### src/rtl/instr_fetch_unit_if.sv
// Instruction-memory read port: one-cycle request/ready handshake, data returned with ready.
// The fetch unit is master; memory holds ready low to insert wait-states.
interface instr_fetch_unit_if;
  logic        imem_req;
  logic [31:0] imem_addr;
  logic [31:0] imem_rdata;
  logic        imem_ready;

  modport master (output imem_req, imem_addr, input imem_rdata, imem_ready);
  modport slave  (input imem_req, imem_addr, output imem_rdata, imem_ready);
endinterface

### src/rtl/instr_fetch_unit.sv
// Fetch stage: owns PC, reads imem, fills IF/ID; request->IF/ID in one edge with zero wait-states.
// Backpressure: imem_ready low holds PC (bubble into IF/ID); stall freezes PC, IF/ID and count.
module instr_fetch_unit #(
  parameter logic [31:0] RESET_PC = 32'h0000_0000,
  parameter int          CNT_W    = 32
) (
  input  logic                 clk,
  input  logic                 arst_n,
  input  logic                 enable,
  input  logic                 stall,
  input  logic                 branch_taken,
  input  logic [31:0]          branch_target,
  input  logic                 jump,
  input  logic [25:0]          jump_idx,
  instr_fetch_unit_if.master   imem,
  output logic                 if_valid,
  output logic [31:0]          if_instr,
  output logic [31:0]          if_pc_plus4,
  output logic [5:0]           if_opcode,
  output logic [CNT_W-1:0]     fetch_cnt
);

  typedef enum logic [1:0] {S_BOOT, S_IDLE, S_FETCH} state_t;

  state_t      state, state_nxt;
  logic [31:0] pc;
  logic [31:0] pc_plus4;
  logic [31:0] redirect_pc;
  logic        redirect;
  logic        accept;

  assign pc_plus4       = pc + 32'd4;
  assign imem.imem_addr = pc;
  assign if_opcode      = if_instr[31:26];

  always_ff @(posedge clk or negedge arst_n) begin
    if (!arst_n) state <= S_BOOT;
    else         state <= state_nxt;
  end

  always_comb begin
    state_nxt     = state;
    redirect      = jump | branch_taken;
    redirect_pc   = {branch_target[31:2], 2'b00};
    imem.imem_req = 1'b0;
    accept        = 1'b0;
    // Jump wins over a simultaneous branch.
    if (jump) redirect_pc = {if_pc_plus4[31:28], jump_idx, 2'b00};
    case (state)
      S_BOOT:  state_nxt = enable ? S_FETCH : S_IDLE;
      S_IDLE:  if (enable) state_nxt = S_FETCH;
      S_FETCH: begin
        if (!enable) state_nxt = S_IDLE;
        imem.imem_req = !stall && !redirect;
      end
      default: state_nxt = S_BOOT;
    endcase
    accept = imem.imem_req & imem.imem_ready;
  end

  always_ff @(posedge clk or negedge arst_n) begin
    if (!arst_n) begin
      pc          <= {RESET_PC[31:2], 2'b00};
      if_valid    <= 1'b0;
      if_instr    <= 32'h0;
      if_pc_plus4 <= 32'h0;
      fetch_cnt   <= '0;
    end else if (redirect) begin
      pc       <= redirect_pc;
      if_valid <= 1'b0;
      if_instr <= 32'h0;
    end else if (stall) begin
      pc <= pc;
    end else if (accept) begin
      pc          <= pc_plus4;
      if_valid    <= 1'b1;
      if_instr    <= imem.imem_rdata;
      if_pc_plus4 <= pc_plus4;
      fetch_cnt   <= fetch_cnt + CNT_W'(1);
    end else begin
      // Wait-state, idle or boot: drop a nop bubble into decode.
      if_valid <= 1'b0;
      if_instr <= 32'h0;
    end
  end

endmodule
### src/flat_wrapper.sv
// flat-port wrapper written by rule: the top's interface ports become plain ports
module instr_fetch_unit_flat 
#(
  parameter logic [31:0] RESET_PC = 32'h0000_0000,
  parameter int          CNT_W    = 32
)
  (clk, arst_n, enable, stall, branch_taken, branch_target, jump, jump_idx, if_valid, if_instr, if_pc_plus4, if_opcode, fetch_cnt, imem_imem_req, imem_imem_addr, imem_imem_rdata, imem_imem_ready);
  instr_fetch_unit_if imem_i ();
  input  logic clk;
  input  logic arst_n;
  input  logic enable;
  input  logic stall;
  input  logic branch_taken;
  input  logic [31:0] branch_target;
  input  logic jump;
  input  logic [25:0] jump_idx;
  output logic if_valid;
  output logic [31:0] if_instr;
  output logic [31:0] if_pc_plus4;
  output logic [5:0] if_opcode;
  output logic [CNT_W-1:0] fetch_cnt;
  output wire logic [$bits(imem_i.imem_req)-1:0] imem_imem_req;
  output wire logic [$bits(imem_i.imem_addr)-1:0] imem_imem_addr;
  input wire logic [$bits(imem_i.imem_rdata)-1:0] imem_imem_rdata;
  input wire logic [$bits(imem_i.imem_ready)-1:0] imem_imem_ready;
  assign imem_imem_req = imem_i.imem_req;
  assign imem_imem_addr = imem_i.imem_addr;
  assign imem_i.imem_rdata = imem_imem_rdata;
  assign imem_i.imem_ready = imem_imem_ready;
  instr_fetch_unit #(.RESET_PC(RESET_PC), .CNT_W(CNT_W)) u_core (.clk(clk), .arst_n(arst_n), .enable(enable), .stall(stall), .branch_taken(branch_taken), .branch_target(branch_target), .jump(jump), .jump_idx(jump_idx), .imem(imem_i), .if_valid(if_valid), .if_instr(if_instr), .if_pc_plus4(if_pc_plus4), .if_opcode(if_opcode), .fetch_cnt(fetch_cnt));
endmodule
### config.mk
export PLATFORM = sky130hd
export DESIGN_NAME = instr_fetch_unit_flat
export DESIGN_NICKNAME = d
export VERILOG_FILES = /design/src/rtl/instr_fetch_unit_if.sv /design/src/rtl/instr_fetch_unit.sv /design/src/flat_wrapper.sv
export SDC_FILE = /design/constraint.sdc
export NUM_CORES = 1
export LEC_CHECK = 0
export ABC_AREA = 1
export CORE_MARGIN = 10
export CORE_UTILIZATION = 48
export CTS_BUF_LIST = sky130_fd_sc_hd__clkbuf_8
export DETAILED_ROUTE_END_ITERATION = 12
export PLACE_DENSITY = 0.83
export SETUP_SLACK_MARGIN = 0.4
export SYNTH_ARGS = -nofsm -noshare
export SYNTH_HDL_FRONTEND = slang
export SYNTH_SLANG_ARGS = --single-unit
### constraint.sdc
create_clock -name clk -period 2.11 [get_ports clk]
set_clock_uncertainty 0.15 [all_clocks]
set_input_delay 0.422 -clock clk [delete_from_list [all_inputs] [get_ports clk]]
set_output_delay 0.422 -clock clk [all_outputs]
set_load 0.02 [all_outputs]
==> impl_metrics.env <==
export IMPL_min_path_type="in2async"
export IMPL_drt_iter0_drc=961
export IMPL_placed_cells=1327
export IMPL_antenna_left=0
export IMPL_clkSinkCount=127
export IMPL_antenna_found_initial=0
export IMPL_final_cells=1445
export IMPL_wl_um=29900
export IMPL_first_global_vias=7877
export IMPL_crit_path_start_kind="flop"
export IMPL_clockRootBuffer="clkbuf_8"
export IMPL_layout_commonest_cell="nand2_1"
export IMPL_clock_latency_ns=0.46
export IMPL_grtUsageTotal_pct=25.9
export IMPL_via_count=8309
export IMPL_hold_viol=0
export IMPL_finalCritPeriodShare_pct=90.2
export IMPL_dr_pass1_iters=7
export IMPL_cts_tree="yes"
export IMPL_vias_per_cell=5.75
export IMPL_synth_edf_count=0
export IMPL_synth_avg_cell_area_um2=7.57
export IMPL_portBuffers=226
export IMPL_core_area_um2=14400
export IMPL_utilization_pct=80.6
export IMPL_synthesis_area_um2=7000
export IMPL_cp_required_ns=1.54
export IMPL_cts_htree_levels=4
export IMPL_dpl_hpwl_um=18100
export IMPL_async_flop_share_pct=100
export IMPL_stdcell_area_um2=11600
export IMPL_synth_seq_cells=127
export IMPL_ir_drop_mv=0.502
export IMPL_p_per_area_nw_per_um2=658
export IMPL_critical_path_arrival_ns=1.33
export IMPL_grt_pass1_wl_um=41500
export IMPL_placed_area_um2=9650
export IMPL_status="finished, final reports clean"
export IMPL_gp_congestion=0.956
export IMPL_die_area_um2=19800
export IMPL_synth_cell_type_count=34
export IMPL_path_max_fanout=3
export IMPL_leakage_uw=0.00560
export IMPL_io_pins=233
export IMPL_grt_max_degree=40
export IMPL_critical_path_class="reg2out"
export IMPL_ys_warn_count=0
export IMPL_diodes=0
export IMPL_drv_cap=0
export IMPL_drive_gt1_share_pct=37.7
export IMPL_syn2layout_area_growth_pct=66.1
export IMPL_min_period_ns=1.90
export IMPL_grt_setup_unrepaired="yes"
export IMPL_fmax_mhz=526
export IMPL_wl_per_cell_um=20.7
export IMPL_die_width_um=141
export IMPL_route_detailed_drc=0
export IMPL_initial_core_util_pct=48.5
export IMPL_finalWorstSetupSlack_ns=0.208
export IMPL_fp_row_count=44
export IMPL_syn_inst=924
export IMPL_final_cell_mix="nand2_1, dfrtp_1, clkdlybuf4s50_1"
export IMPL_setup_viol=0
export IMPL_grt_overflow=0
export IMPL_clockBufferDepth=2
export IMPL_clk_pin_slew_ns=0.08
export IMPL_seq_area_frac_synth_pct=45.4
export IMPL_critPathCaptureType="output pin"
export IMPL_synth_main_ff_cell="dfrtp_1"
export IMPL_dp_slack_ns=-0.268
export IMPL_nNetsFinal=1347
export IMPL_die_h_um=141
export IMPL_cts_buffers=17
export IMPL_finalMaxSlewViolations=0
routing by layer:
| metal | part of all wire (%) | track usage (%) | up-vias | wire length, um |
|---|---|---|---|---|
| li1 | - | - | 3645 | - |
| met1 | 35 | 29.8 | 3934 | 10400 |
| met2 | 50 | 43.3 | 576 | 14900 |
| met3 | 10 | 7.19 | 154 | 3010 |
| met4 | 5.5 | 12.7 | 0 | 1630 |
| met5 | 0 | 0 | - | 0 |
logic make-up after synthesis:
logic type      Yosys count  synth area share [%]
xor+xnor                 22                  2.75
flops                   127                  45.4
fa+ha+maj                 2                 0.358
other cells               1                0.0536
simple gates            539                  32.0
compound gates          113                  11.9
buf+inv                 120                  7.51
cells in the mapped netlist (7+ instances only):
| cell type | count | area share [%] |
|---|---|---|
| buf_4 | 15 | 1.6 |
| clkbuf_1 | 11 | 0.59 |
| nand3_1 | 58 | 4.1 |
| xnor2_1 | 10 | 1.3 |
| a32o_1 | 32 | 4.6 |
| buf_2 | 15 | 1.1 |
| inv_1 | 75 | 4.0 |
| o21a_1 | 7 | 0.75 |
| o22a_1 | 7 | 0.88 |
| o21ai_0 | 34 | 2.4 |
| nor2_1 | 95 | 5.1 |
| a22oi_1 | 9 | 0.97 |
| xor2_1 | 12 | 1.5 |
| nand3b_1 | 7 | 0.75 |
| or2_2 | 9 | 0.80 |
| nand2_1 | 347 | 19 |
| o211ai_1 | 11 | 1.2 |
| dfrtp_1 | 127 | 45 |
critical path: stages (launching register included):
cell and delay (ns):
dfrtp_1 0.40, inv_1 0.07, nand2_2 0.06, nor2_4 0.11
nand2_1 0.06, inv_1 0.06, buf_6 0.11
where the power goes:
group	switching (uW)	leakage (uW)	internal [uW]
Clock	1030	0.000216	1180
Sequential	309	0.00160	2730
Combinational	1390	0.00379	1020
cell type report:
type	instances	area (um2)
multi-input cells	680	4010
repair buffers	344	3460
flip-flops and latches	127	3210
fillers	857	2800
inverters	78	308
clock buffers	18	248
well taps	184	230
clock inverters	14	151
registers in the layout, summed over array words and instances (netlist names):
signal	cells
u_core.fetch_cnt	32
u_core.if_instr	32
u_core.if_pc_plus4	30
u_core.imem.imem_addr	30
u_core.state	2
u_core.if_valid	1
path summary, 6_finish.rpt:
kind / start / slack (ns) / endpoint / cells past startpoint
worst max-delay path: u_core.state[0] / 0.21 / imem_imem_req / 6
worst min-delay path: arst_n / 0.30 / u_core.fetch_cnt[6] / 2
worst max register to register: u_core.state[0] / 0.23 / u_core.fetch_cnt[2] / 11
worst min register to register: u_core.state[0] / 0.34 / u_core.state[0] / 1
max in group asynchronous: arst_n / 0.85 / u_core.fetch_cnt[9] / 3
min in group clk: u_core.state[0] / 0.34 / u_core.state[0] / 1
timing repair:
item                                    CTS  global route
hold endpoints to repair                 28             0
gates resized for setup                 554           240
cloned                                   10             7
hold buffers                              1             0
endpoints found under the setup margin  238           144
pin swaps                                10            58
buffers inserted                         45            23
through the flow:
step	hold slack (ns)	total power, uW	setup TNS, ns
finish	0.303	7650	0
global route	0.343	7940	0
CTS	0.303	7270	0
detailed placement	0.251	5070	-15.31
global placement	0.243	5020	-11.15
floorplan	-0.0236	3960	0
No activity file was read; power rests on OpenSTA's default activity.
